[src/rtl/inst_fetch_prefetch.sv]
// Sequential instruction prefetcher: queues in-order fetched words and serves INST for PC in the same cycle on a head hit.
// A head miss raises inst_mem_hazard; a PC off the expected stream redirects fetch, with outstanding responses dropped as stale.
module inst_fetch_prefetch #(
  parameter int INST_WIDTH      = 32,
  parameter int INST_ADDR_WIDTH = 32,
  parameter int DEPTH           = 4,
  parameter logic [INST_ADDR_WIDTH-1:0] RESET_PC = '0
) (
  input  logic                       cpu_clk,
  input  logic                       cpu_rst_n,
  input  logic [INST_ADDR_WIDTH-1:0] PC,
  input  logic                       fetch_accept,
  output logic [INST_WIDTH-1:0]      INST,
  output logic                       inst_mem_hazard,
  output logic                       imem_req_valid,
  input  logic                       imem_req_ready,
  output logic [INST_ADDR_WIDTH-1:0] imem_req_addr,
  input  logic                       imem_rsp_valid,
  input  logic [INST_WIDTH-1:0]      imem_rsp_data
);
  localparam int PW = $clog2(DEPTH);
  localparam int CW = PW + 1;
  localparam int SW = PW + 3;
  localparam logic [INST_WIDTH-1:0]      NOP   = INST_WIDTH'(32'h0000_0013);
  localparam logic [INST_ADDR_WIDTH-1:0] WSTEP = INST_ADDR_WIDTH'(4);

  logic [INST_ADDR_WIDTH-1:0] q_addr_q [DEPTH];
  logic [INST_ADDR_WIDTH-1:0] q_addr_d [DEPTH];
  logic [INST_WIDTH-1:0]      q_data_q [DEPTH];
  logic [INST_WIDTH-1:0]      q_data_d [DEPTH];
  logic [PW-1:0]              rd_ptr_q, rd_ptr_d, wr_ptr_q, wr_ptr_d;
  logic [CW-1:0]              count_q, count_d, inflight_q, inflight_d, discard_q, discard_d;
  logic [INST_ADDR_WIDTH-1:0] fetch_addr_q, fetch_addr_d, tail_addr_q, tail_addr_d;
  logic [INST_ADDR_WIDTH-1:0] expect_addr_q, expect_addr_d, pend_addr_q, pend_addr_d;
  logic                       pend_q, pend_d, stale_q, stale_d;

  logic          hit, redirect, can_issue, req_acc, stale_acc, pop, push;
  logic [SW-1:0] occupancy;

  always_comb begin
    hit             = (count_q != '0) && (q_addr_q[rd_ptr_q] == PC);
    INST            = hit ? q_data_q[rd_ptr_q] : NOP;
    inst_mem_hazard = !hit;
    redirect        = !hit && (PC != expect_addr_q);
    occupancy       = SW'(count_q) + SW'(inflight_q) + SW'(discard_q);
    can_issue       = (occupancy < SW'(DEPTH)) && !redirect;
    // A raised request stays up until accepted, even across a redirect.
    imem_req_valid  = cpu_rst_n && (pend_q || can_issue);
    imem_req_addr   = pend_q ? pend_addr_q : fetch_addr_q;
    req_acc         = imem_req_valid && imem_req_ready;
    stale_acc       = req_acc && pend_q && (stale_q || redirect);
    pop             = hit && fetch_accept;
    push            = imem_rsp_valid && (discard_q == '0);
  end

  always_comb begin
    q_addr_d      = q_addr_q;
    q_data_d      = q_data_q;
    rd_ptr_d      = rd_ptr_q;
    wr_ptr_d      = wr_ptr_q;
    count_d       = count_q;
    inflight_d    = inflight_q;
    discard_d     = discard_q;
    fetch_addr_d  = fetch_addr_q;
    tail_addr_d   = tail_addr_q;
    expect_addr_d = expect_addr_q;
    pend_d        = pend_q;
    pend_addr_d   = pend_addr_q;
    stale_d       = stale_q;

    if (pop) begin
      rd_ptr_d      = rd_ptr_q + PW'(1);
      expect_addr_d = expect_addr_q + WSTEP;
    end
    if (imem_rsp_valid) begin
      if (discard_q != '0) begin
        discard_d = discard_q - CW'(1);
      end else begin
        q_addr_d[wr_ptr_q] = tail_addr_q;
        q_data_d[wr_ptr_q] = imem_rsp_data;
        wr_ptr_d           = wr_ptr_q + PW'(1);
        tail_addr_d        = tail_addr_q + WSTEP;
        inflight_d         = inflight_q - CW'(1);
      end
    end
    count_d = count_q + CW'(push) - CW'(pop);

    if (req_acc) begin
      pend_d  = 1'b0;
      stale_d = 1'b0;
      if (stale_acc) begin
        discard_d = discard_d + CW'(1);
      end else begin
        inflight_d   = inflight_d + CW'(1);
        fetch_addr_d = fetch_addr_q + WSTEP;
      end
    end else if (imem_req_valid) begin
      pend_d      = 1'b1;
      pend_addr_d = imem_req_addr;
      stale_d     = pend_q && (stale_q || redirect);
    end

    if (redirect) begin
      count_d       = '0;
      rd_ptr_d      = '0;
      wr_ptr_d      = '0;
      discard_d     = discard_d + inflight_d;
      inflight_d    = '0;
      fetch_addr_d  = PC;
      tail_addr_d   = PC;
      expect_addr_d = PC;
    end
  end

  always_ff @(posedge cpu_clk) begin
    if (!cpu_rst_n) begin
      for (int i = 0; i < DEPTH; i++) begin
        q_addr_q[i] <= '0;
        q_data_q[i] <= '0;
      end
      rd_ptr_q      <= '0;
      wr_ptr_q      <= '0;
      count_q       <= '0;
      inflight_q    <= '0;
      discard_q     <= '0;
      fetch_addr_q  <= RESET_PC;
      tail_addr_q   <= RESET_PC;
      expect_addr_q <= RESET_PC;
      pend_q        <= 1'b0;
      pend_addr_q   <= RESET_PC;
      stale_q       <= 1'b0;
    end else begin
      q_addr_q      <= q_addr_d;
      q_data_q      <= q_data_d;
      rd_ptr_q      <= rd_ptr_d;
      wr_ptr_q      <= wr_ptr_d;
      count_q       <= count_d;
      inflight_q    <= inflight_d;
      discard_q     <= discard_d;
      fetch_addr_q  <= fetch_addr_d;
      tail_addr_q   <= tail_addr_d;
      expect_addr_q <= expect_addr_d;
      pend_q        <= pend_d;
      pend_addr_q   <= pend_addr_d;
      stale_q       <= stale_d;
    end
  end
endmodule

[config.mk]
export PLATFORM = sky130hd
export DESIGN_NAME = inst_fetch_prefetch
export DESIGN_NICKNAME = d
export VERILOG_FILES = /design/src/rtl/inst_fetch_prefetch.sv
export SDC_FILE = /design/constraint.sdc
export NUM_CORES = 1
export LEC_CHECK = 0
export CAP_MARGIN = 20
export CORE_ASPECT_RATIO = 0.8
export CORE_UTILIZATION = 54
export DETAILED_ROUTE_END_ITERATION = 8
export HOLD_SLACK_MARGIN = 0.05
export PLACE_DENSITY = 0.77
export SYNTH_ARGS = -nofsm -noshare
export SYNTH_HDL_FRONTEND = slang
export SYNTH_SLANG_ARGS = --single-unit
[constraint.sdc]
create_clock -name cpu_clk -period 5.1 [get_ports cpu_clk]
set_clock_uncertainty 0.2 [all_clocks]
set_input_delay 1.53 -clock cpu_clk [delete_from_list [all_inputs] [get_ports cpu_clk]]
set_output_delay 1.53 -clock cpu_clk [all_outputs]
set_load 0.02 [all_outputs]
==> results.py <==
metrics = {
    "yosys": {
        "synth_ff_type": "dfxtp_1",
        "synth_area_leaders": "dfxtp_1 42%, nand2_1 12%, a21oi_1 8.9%",
        "ys_seq_area_share_pct": 41.8,
        "synth_top_area_share_pct": 41.8,
        "synthesis.area_um2": 19100,
        "syn_avg_cell_area_um2": 8.44,
        "yosysTopAreaCell": "dfxtp_1",
        "ys_types": 65,
        "synth-seq-cells": 399,
        "synth_edf_count": 0,
        "ys.warnings.count": 0,
        "syn-instance-count": 2262,
        "synthArstFlopShare_pct": 0,
        "syn_nets": 2353,
    },
    "min_path": {
        "hp-class": "reg2reg",
        "min_from": "q_data_q[61]",
    },
    "drt": {
        "postRouteAntennaNets": 0,
        "dr.pass1.iters": 6,
        "routed_wl_um": 59700,
        "wire_per_inst_um": 20.2,
        "drc": 0,
        "num_vias": 17700,
        "drtIter0Drc": 1903,
        "avgViaCountPerCell": 5.98,
    },
    "placed_design": {
        "place_hpwl_um": 38200,
        "gp_congestion": 0.987,
        "placed_cell_area_um2": 21600,
        "io_buffers": 134,
    },
    "setup_path": {
        "crit_path_start_kind": "input pin",
        "r2r_setup_slack_ns": 0.10,
        "reg2reg_from": "rd_ptr_q[0]",
        "max_stage_delay_ns": 0.33,
        "cp.arrival_ns": 3.47,
        "end_kind": "primary output",
        "worstPathMaxFanout": 3,
        "crit_start": "PC[26]",
        "crit_path_frequent_cell": "buf_4",
        "setup.worst_path.end": "imem_req_valid",
        "cp_cell_sequence": "clkbuf_2, buf_4, xnor2_1, nand4_1, nor4_4, buf_4, nand2_1, buf_4, o21ai_4, a21oi_4, nor2_4, buf_12",
        "crit_slowest_cell": "nor4_4",
        "critPathKind": "in2out",
        "critical_path_required_ns": 3.37,
        "rr_endpoint": "expect_addr_q[16]",
        "reg2regPathDepth": 28,
    },
    "cts": {
        "clockBufferDepth": 3,
        "clk_latency_ns": 0.56,
        "cts_root_buf": "clkbuf_16",
        "cts_tree": "yes",
        "cts.clk_slew.worst_paths_ns": 0.06,
        "clock-sinks": 399,
        "numCtsBuffers": 40,
        "cts_hold_buf": 0,
        "htree_levels": 2,
    },
    "sta": {
        "rsz0062_at_grt": "true",
        "finalCritPeriodShare_pct": 102,
        "worst_pin_slew_ns": 1.13,
        "slew_headroom_pct": 24.7,
        "setup_viol": 27,
        "drv_slew": 0,
        "timing.final.hold_violations": 0,
        "timing.fmax_ghz": 0.192,
        "post-route-min-period_ns": 5.20,
        "fin_ws_ns": -0.101,
    },
    "power": {
        "total_leakage_power_uw": 0.00864,
        "finalPower_uw": 7680,
        "p_per_area_nw_per_um2": 321,
        "ir_drop_v": 0.000275,
    },
    "floorplanning": {
        "die_y_um": 170,
        "core-area_um2": 34800,
        "die_w_um": 212,
        "start_util_pct": 54.9,
        "die-area_um2": 36100,
        "rows": 61,
        "ios": 135,
    },
    "global_route": {
        "grt_pass1_wl_um": 91400,
        "first_global_vias": 16800,
        "grt_max_degree": 111,
        "gr-total-overflow": 0,
        "antenna_found_initial": 1,
        "track_usage_pct": 32.4,
    },
    "final_layout": {
        "areaGrowthSynthToFinish_pct": 25.4,
        "drive_gt1_share_pct": 21.0,
        "fin_nets": 2539,
        "final_cell_area_um2": 24000,
    },
    "job": {
        "max_cap_violations": 0,
    },
    "run_status": {
        "status": "complete, but fails checks",
        "violations": "setup timing",
    },
}
## power by group
part           internal, µW  leakage [µW]  switching (µW)  total, µW
Sequential             3230       0.00325             110       3340
Combinational           476       0.00468             638       1110
Clock                  1940      0.000715            1280       3220
## worst max-delay path, delay by kind of cell
| family | cells | cell delay [ns] |
|---|---|---|
| buffers and inverters | 5 | 0.76 |
| AOI/OAI and AO/OA | 2 | 0.15 |
| and+or+nand+nor | 4 | 0.78 |
| xor gates and xnor gates | 1 | 0.26 |
## synth_stat cells (8+ instances only)
cell,n
nand2_1,590
clkbuf_1,126
nor3_1,21
nor2b_1,31
o21ai_0,51
mux2_2,50
xnor2_1,84
inv_1,33
nand4_1,41
o311ai_0,12
and3_1,26
or3_1,10
nor2_1,32
mux2i_1,24
buf_2,16
dfxtp_1,399
mux2_4,10
nor4_1,8
a31oi_1,11
a21oi_1,339
buf_1,17
ha_1,17
mux4_2,53
and4_1,8
xor2_1,56
buf_6,8
nand3_1,66
and2_1,46
## what timing repair did
action | CTS | global route
pin swaps | 28 | 24
cloned | 3 | 2
gates resized for setup | 279 | 113
buffers inserted | 25 | 7
setup endpoints to repair | 35 | 43
## per-stage QoR
| stage | TNS, ns | hold WS [ns] | setup WS (ns) | util, % | std cells |
|---|---|---|---|---|---|
| 2_1_floorplan | -0.0450 | 0.233 | -0.0450 | - | 2262 |
| 6_report | -0.870 | 0.252 | -0.101 | 68.8 | 2952 |
| 5_1_grt | -2.00 | 0.271 | -0.134 | 68.8 | 2952 |
| 4_1_cts | -0.327 | 0.255 | -0.0720 | 67.5 | 2944 |
| 3_5_place_dp | -42.71 | 0.246 | -0.979 | 62.0 | 2843 |
| 3_3_place_gp | -38.17 | 0.238 | -0.944 | 62.0 | 2843 |
## placed cells by master (no fill, tap or decap), drive strengths merged, types with 43 or more instances in the layout
master,count
xnor2,84
clkdlybuf4s50,67
a21oi,341
and2,46
clkbuf,66
dfxtp,399
mux2,66
mux4,53
o21ai,53
xor2,56
buf,222
nand2,591
nand4,43
nand3,67
## metal layers
layer | global-route usage, % | up-vias | wire length [µm]
met5 | 0 | - | 0
met4 | 13.3 | 0 | 1930
met3 | 5.13 | 130 | 5540
met2 | 51.6 | 860 | 28100
met1 | 43.7 | 8573 | 24100
li1 | - | 8101 | -
## worst min-delay path by stage
stage,to,depth (start not counted)
global placement,q_data_q[57],2
floorplan,q_addr_q[5],2
global route,q_addr_q[109],2
CTS,q_addr_q[64],2
detailed placement,q_addr_q[64],2
finish,q_data_q[61],2
## state kept, by name, indices dropped and copies added, names as in the netlist
signal,flops
fetch_addr_q,32
inflight_q,3
discard_q,3
tail_addr_q,32
q_data_q,128
rd_ptr_q,2
pend_q,1
wr_ptr_q,2
expect_addr_q,32
stale_q,1
count_q,3
pend_addr_q,32
q_addr_q,128
## cell families (layout without fill, tap and decap cells)
kind of cell,Yosys count,in the layout,synth area share [%]
flops,399,399,41.8
xor+xnor,140,140,6.42
compound gates,443,443,12.5
fa+ha+maj,22,22,1.64
mux,143,143,11.6
other cells,0,1,0
buf+inv,207,423,4.55
simple gates,908,909,21.5
## layout make-up
cell class              count  area (µm²)
multi-input cells        1657       10900
fillers                  2665       10900
flip-flops and latches    399        8000
repair buffers            314        2860
clock buffers              56        1190
well taps                 472         591
clock inverters            17         249
inverters                  36         154
diodes                      1        2.50
(Power assumes the default switching activity.)
